### src/rtl/alien_swarm.sv
// Invader formation: alive bitmap, march/descend motion, per-frame laser hit scan and pixel gfx.
// Optional macro SWARM_SPEEDUP_EN shortens the move period as the formation thins out.
module alien_swarm #(
   parameter int ROWS        = 4,
   parameter int COLS        = 8,
   parameter int ALIEN_W     = 16,
   parameter int ALIEN_H     = 8,
   parameter int PITCH_X     = 32,
   parameter int PITCH_Y     = 16,
   parameter int START_X     = 64,
   parameter int START_Y     = 48,
   parameter int STEP_X      = 4,
   parameter int STEP_Y      = 8,
   parameter int MOVE_FRAMES = 30,
   parameter int X_MIN       = 0,
   parameter int X_MAX       = 640,
   parameter int INVADE_Y    = 440
) (
   input  logic       clk,
   input  logic       rst_n,
   input  logic       vsync,
   input  logic [9:0] hpos,
   input  logic [9:0] vpos,
   input  logic       laser_active,
   input  logic [9:0] laser_x,
   input  logic [9:0] laser_y,
   output logic       hit_alien,
   output logic       alien_gfx,
   output logic [6:0] aliens_left,
   output logic       wave_clear,
   output logic       invaded
);

   localparam int N     = ROWS * COLS;
   localparam int IW    = (N > 1) ? $clog2(N) : 1;
   localparam int CW    = (MOVE_FRAMES > 1) ? $clog2(MOVE_FRAMES) : 1;
   localparam int PX_SH = $clog2(PITCH_X);
   localparam int PY_SH = $clog2(PITCH_Y);
   localparam int GW    = (COLS - 1) * PITCH_X + ALIEN_W;
   localparam int GH    = (ROWS - 1) * PITCH_Y + ALIEN_H;

   typedef enum logic [1:0] {IDLE, SCAN, MOVE} state_t;

   state_t          state_q, state_d;
   logic [IW-1:0]   idx_q, idx_d;
   logic [N-1:0]    alive_q, alive_d;
   logic [9:0]      x_q, x_d;
   logic [9:0]      y_q, y_d;
   logic            dir_q, dir_d;      // 0 = marching right
   logic [CW-1:0]   cnt_q, cnt_d;
   logic            hit_q, hit_d;
   logic            wc_q, wc_d;
   logic            inv_q, inv_d;
   logic [6:0]      left_q, left_d;
   logic            vs_q, vs_prev_q;
   logic            tick;
   logic [IW:0]     pix_cell;
   logic [IW:0]     las_cell;
   logic            scan_hit;
   int              period;
   int              nx, ny;

   // Returns {inside_box, alien_index}; boxes never overlap since pitch exceeds sprite size.
   function automatic logic [IW:0] locate(input logic [9:0] px, input logic [9:0] py,
                                          input logic [9:0] sx, input logic [9:0] sy);
      int dx, dy, col, row;
      logic [IW:0] r;
      dx  = int'(px) - int'(sx);
      dy  = int'(py) - int'(sy);
      col = dx >>> PX_SH;
      row = dy >>> PY_SH;
      r   = '0;
      if (dx >= 0 && dy >= 0 && col < COLS && row < ROWS &&
          (dx & (PITCH_X - 1)) < ALIEN_W && (dy & (PITCH_Y - 1)) < ALIEN_H)
         r = {1'b1, IW'(row * COLS + col)};
      return r;
   endfunction

   assign tick      = vs_q & ~vs_prev_q;
   assign pix_cell  = locate(hpos, vpos, x_q, y_q);
   assign las_cell  = locate(laser_x, laser_y, x_q, y_q);
   assign alien_gfx = pix_cell[IW] & alive_q[pix_cell[IW-1:0]];
   assign scan_hit  = laser_active & las_cell[IW] & (las_cell[IW-1:0] == idx_q) & alive_q[idx_q];

`ifdef SWARM_SPEEDUP_EN
   always_comb begin
      period = (int'(left_q) >> 1) + 2;
      if (period > MOVE_FRAMES)
         period = MOVE_FRAMES;
   end
`else
   assign period = MOVE_FRAMES;
`endif

   always_ff @(posedge clk) begin
      if (!rst_n) begin
         vs_q      <= 1'b0;
         vs_prev_q <= 1'b0;
         state_q   <= IDLE;
         idx_q     <= '0;
         alive_q   <= '1;
         x_q       <= 10'(START_X);
         y_q       <= 10'(START_Y);
         dir_q     <= 1'b0;
         cnt_q     <= '0;
         hit_q     <= 1'b0;
         wc_q      <= 1'b0;
         inv_q     <= 1'b0;
         left_q    <= 7'(N);
      end else begin
         vs_q      <= vsync;
         vs_prev_q <= vs_q;
         state_q   <= state_d;
         idx_q     <= idx_d;
         alive_q   <= alive_d;
         x_q       <= x_d;
         y_q       <= y_d;
         dir_q     <= dir_d;
         cnt_q     <= cnt_d;
         hit_q     <= hit_d;
         wc_q      <= wc_d;
         inv_q     <= inv_d;
         left_q    <= left_d;
      end
   end

   always_comb begin
      state_d = state_q;
      idx_d   = idx_q;
      alive_d = alive_q;
      x_d     = x_q;
      y_d     = y_q;
      dir_d   = dir_q;
      cnt_d   = cnt_q;
      hit_d   = hit_q;
      wc_d    = wc_q;
      inv_d   = inv_q;
      left_d  = left_q;
      nx      = int'(x_q);
      ny      = int'(y_q);
      case (state_q)
         IDLE: begin
            if (tick) begin
               hit_d = 1'b0;
               wc_d  = 1'b0;
               if (wc_q) begin
                  alive_d = '1;
                  left_d  = 7'(N);
                  x_d     = 10'(START_X);
                  y_d     = 10'(START_Y);
                  dir_d   = 1'b0;
                  cnt_d   = '0;
               end else if (!inv_q) begin
                  state_d = SCAN;
                  idx_d   = '0;
               end
            end
         end
         SCAN: begin
            if (scan_hit) begin
               alive_d[idx_q] = 1'b0;
               left_d         = left_q - 7'd1;
               hit_d          = 1'b1;
               state_d        = MOVE;
            end else if (idx_q == IW'(N - 1)) begin
               state_d = MOVE;
            end else begin
               idx_d = idx_q + IW'(1);
            end
         end
         MOVE: begin
            state_d = IDLE;
            if (left_q == '0) begin
               wc_d = 1'b1;
            end else if (int'(cnt_q) >= period - 1) begin
               cnt_d = '0;
               // At an edge the formation drops a row and reverses instead of stepping sideways.
               if (!dir_q) begin
                  if (nx + STEP_X + GW > X_MAX) begin
                     ny    = ny + STEP_Y;
                     dir_d = 1'b1;
                  end else begin
                     nx = nx + STEP_X;
                  end
               end else begin
                  if (nx < X_MIN + STEP_X) begin
                     ny    = ny + STEP_Y;
                     dir_d = 1'b0;
                  end else begin
                     nx = nx - STEP_X;
                  end
               end
               x_d   = 10'(nx);
               y_d   = 10'(ny);
               inv_d = (ny + GH >= INVADE_Y);
            end else begin
               cnt_d = cnt_q + CW'(1);
            end
         end
         default: state_d = IDLE;
      endcase
   end

   assign hit_alien   = hit_q;
   assign aliens_left = left_q;
   assign wave_clear  = wc_q;
   assign invaded     = inv_q;

endmodule
### config.mk
export PLATFORM = sky130hd
export DESIGN_NAME = alien_swarm
export DESIGN_NICKNAME = d
export VERILOG_FILES = /design/src/rtl/alien_swarm.sv
export SDC_FILE = /design/constraint.sdc
export NUM_CORES = 1
export LEC_CHECK = 0
export CAP_MARGIN = 10
export CORE_MARGIN = 1
export CORE_UTILIZATION = 41
export DETAILED_ROUTE_END_ITERATION = 16
export MAX_ROUTING_LAYER = met4
export PLACE_DENSITY = 0.72
export SLEW_MARGIN = 5
export SYNTH_ARGS = -nofsm -noshare
export SYNTH_HDL_FRONTEND = slang
export SYNTH_SLANG_ARGS = --single-unit
### constraint.sdc
create_clock -name clk -period 12.2 [get_ports clk]
set_input_delay 2.44 -clock clk [delete_from_list [all_inputs] [get_ports clk]]
set_output_delay 2.44 -clock clk [all_outputs]
set_load 0.01 [all_outputs]
==> results.md <==
* Lkg Pwr at 2.51 nW
* Outcome: completed
* Vias at 5,535
* Largest net degree at the start of global routing at 38
* Placed Instance Area at 6420 µm²
* Synthesized area at just under 6000 µm²
* Synthesized netlist cell count at between 700 and 800
* Post-Synth XOR/XNOR Area at 6.19%
* Setup crit start kind: input pin
* Achievable frequency at 110 MHz
* Setup TNS at 0 ns
* Post-DP HPWL at 11,000 µm
* Slew headroom at 36.7%
* Register area share after synthesis at 25.0%
* Fin area at about 6700 µm²
* First-pass GRT wire length at 24,300 µm
* FP Rows at 43
* Largest family of logic cells by synthesized area: simple AND/OR/NAND/NOR gates
* Crit path kind: input pin to primary output
* GR Util All Layers at 21.7%
* Layout cells sized above 1 at 6.22%
* Routed len/inst at 15.5 µm
* Placed insts at 936
* Final cycle utilization of the critical path at 74.8%
* Clock slew at reported path FFs at approximately 0.06 ns
* Initial DRC Count at 441
* Height of the die at 121 µm
* Req. time, crit path at 9.76 ns
* Worst-Margin Slew at roughly 0.95 ns
* CTS Buf Count at 9
* DIE WIDTH at 121 µm
* Worst-path fanout max at 8
* Post_cts resized at 0
* Seq cells post-synth at 72
* Hold Vio Cnt, Final at 0
* Nets@finish at about 860
* First-pass DRT Iterations at 5
* Synth Area in Adders at 10.8%
* Final worst path period need at 9.12 ns
* Grt ovf at 0
* Vias in the first global route at 4,984
* Hold crit path type: flip-flop to flip-flop
* Crit. End Element: primary output
* Async SR Flop Fraction at 0%
* Clock buffer depth at 2
* DRT Wirelength at approximately 15,000 µm
* Clock root cell: clkbuf_16
* Pins Over Slew Limit at 0
* I/O pins at between 50 and 60
* Port-buffer cells at 50
* Mux cell area share after synthesis at 6.06%
* Number of max-cap violations at 0
* Initial antenna violation count at 0
* Synth warn at 0
* Cell Pwr Density at around 90 nW/µm²
* Vias per cell at 5.81
* Syn-to-layout area delta at 16.3%
* Compound-Gate Fraction of Synth Area at 23.0%
* Clk_skew at around 0.0063 ns
* Die area at 14,600 µm²
* Final setup violation count at 0
* Setup repair after global routing missed its margin: no
* CTS tree: done
* Clock sink count at 72
* Diode count at 0
* H-Tree Depth at 3
* CTS hold repair buffers at 0
* Post-synth cell types at 79
* Synth Area in Simple Gates at roughly 23%
* Clock Latency Late Sink at roughly 0.35 ns
* Final GP Congestion at 0.921
* Remaining DRCs at 0
* Worst vdd ir at 69.8 µV
* Initial Utilization at a little over two fifths
* Post-CTS setup buffer count at 0
* Crit path arrival time at 6.68 ns
* Non-filler instance count after layout at roughly 950
* ANT nets after route at 0
* Number of flops mapped to enable cells by yosys at 0
* Area of the core at around 14,000 µm²
* Mean Syn Cell Area at 7.92 µm²
* Top FF cell, synth: dfxtp_1
layout by cell type (no fill, tap or decap), types with 9 or more instances in the layout:
cell,count
a21oi_1,74
clkbuf_16,9
clkdlybuf4s50_1,50
dfxtp_1,72
ha_1,50
inv_1,52
mux4_2,10
nand2_1,42
nand2b_1,10
nand3_1,18
nor2_1,77
nor2b_1,10
nor3_1,18
o21ai_0,40
or4_1,9
xnor2_1,28
xor2_1,11
metrics by stage:
step                      total power [mW]  util [%]  hold slack [ns]  setup WS (ns)
after global routing                 0.628      48.6            0.489           2.77
final                                0.605      48.6            0.483           3.08
after CTS                            0.609      48.6            0.476           3.01
after detailed placement             0.334      46.4            0.466           3.02
after global placement               0.333      46.4            0.464           3.08
after floorplan                      0.303         -            0.436           4.62
state kept, by name (all words and copies together) (netlist names):
| register | flops |
|---|---|
| dir_q | 1 |
| aliens_left | 7 |
| x_q | 8 |
| alive_q | 32 |
| vs_q | 1 |
| hit_alien | 1 |
| vs_prev_q | 1 |
| invaded | 1 |
| y_q | 7 |
| idx_q | 5 |
| wave_clear | 1 |
| state_q | 2 |
| cnt_q | 5 |
cells in the mapped netlist (all sizes together), types with 7 or more instances:
cell type / count / area share (%)
nor3: 18 / 1.6
o21ai: 42 / 3.7
and3: 8 / 0.87
nor4: 7 / 0.76
mux2i: 8 / 1.4
mux4: 10 / 3.9
xor2: 11 / 1.7
or4: 10 / 1.4
nand2b: 10 / 1.1
and2: 9 / 0.97
nor3b: 8 / 1.0
a21oi: 74 / 6.4
o22ai: 7 / 0.76
nand2: 42 / 2.7
nand3: 18 / 1.6
inv: 52 / 3.4
nor2b: 10 / 1.1
clkbuf: 20 / 1.3
nand4: 7 / 0.76
ha: 50 / 11
dfxtp: 72 / 25
a31oi: 7 / 0.76
nor2: 78 / 5.1
xnor2: 29 / 4.5
o31ai: 7 / 0.91
buf: 11 / 1.0
power breakdown:
group / internal [mW] / switching (mW)
registers: 0.236 / 0.00430
logic: 0.0426 / 0.0466
clock network: 0.160 / 0.115
total: 0.439 / 0.166
critical path: stages:
cell and delay [ns]:
clkdlybuf4s50_1 0.41, ha_1 0.30, nor2b_1 0.14, o21ai_0 0.17, a21oi_1 0.15, or4_1 0.52, a2111oi_0 0.43, a21boi_1 0.60
o311a_1 0.40, o211ai_1 0.10, and3_1 0.19, o22ai_1 0.23, clkdlybuf4s50_1 0.58
kinds of logic after synthesis:
group	after synthesis
muxes	22
DFF	72
and+or+nand+nor	253
adders and majority gates	50
buffers and inverters	83
other	1
xor gates and xnor gates	40
AOI/OAI and AO/OA	208
routing by layer:
metal | global-route usage (%) | vias to the layer above | wire (µm)
met5 | - | - | 0
met4 | 8.64 | 0 | 338
met3 | 3.82 | 30 | 996
met2 | 32.1 | 187 | 6420
met1 | 29.1 | 2574 | 7050
li1 | - | 2744 | -
path summary, 6_finish.rpt:
check                                from              to  slack [ns]  cells after the start
worst min-delay path            hit_alien       hit_alien        0.48                      2
worst max register to register     x_q[2]  aliens_left[6]        7.18                     19
worst max-delay path              hpos[2]       alien_gfx        3.08                     13
worst min register to register  hit_alien       hit_alien        0.48                      2
final cells by class:
cell class	instances	area (µm²)
Fill cell	1359	7110
Multi-Input combinational cell	577	4020
Sequential cell	72	1440
Timing Repair Buffer	55	538
Clock buffer	9	225
Tap cell	180	225
Inverter	52	195
Clock inverter	7	78.8
No activity file was read; power rests on OpenSTA's default activity.
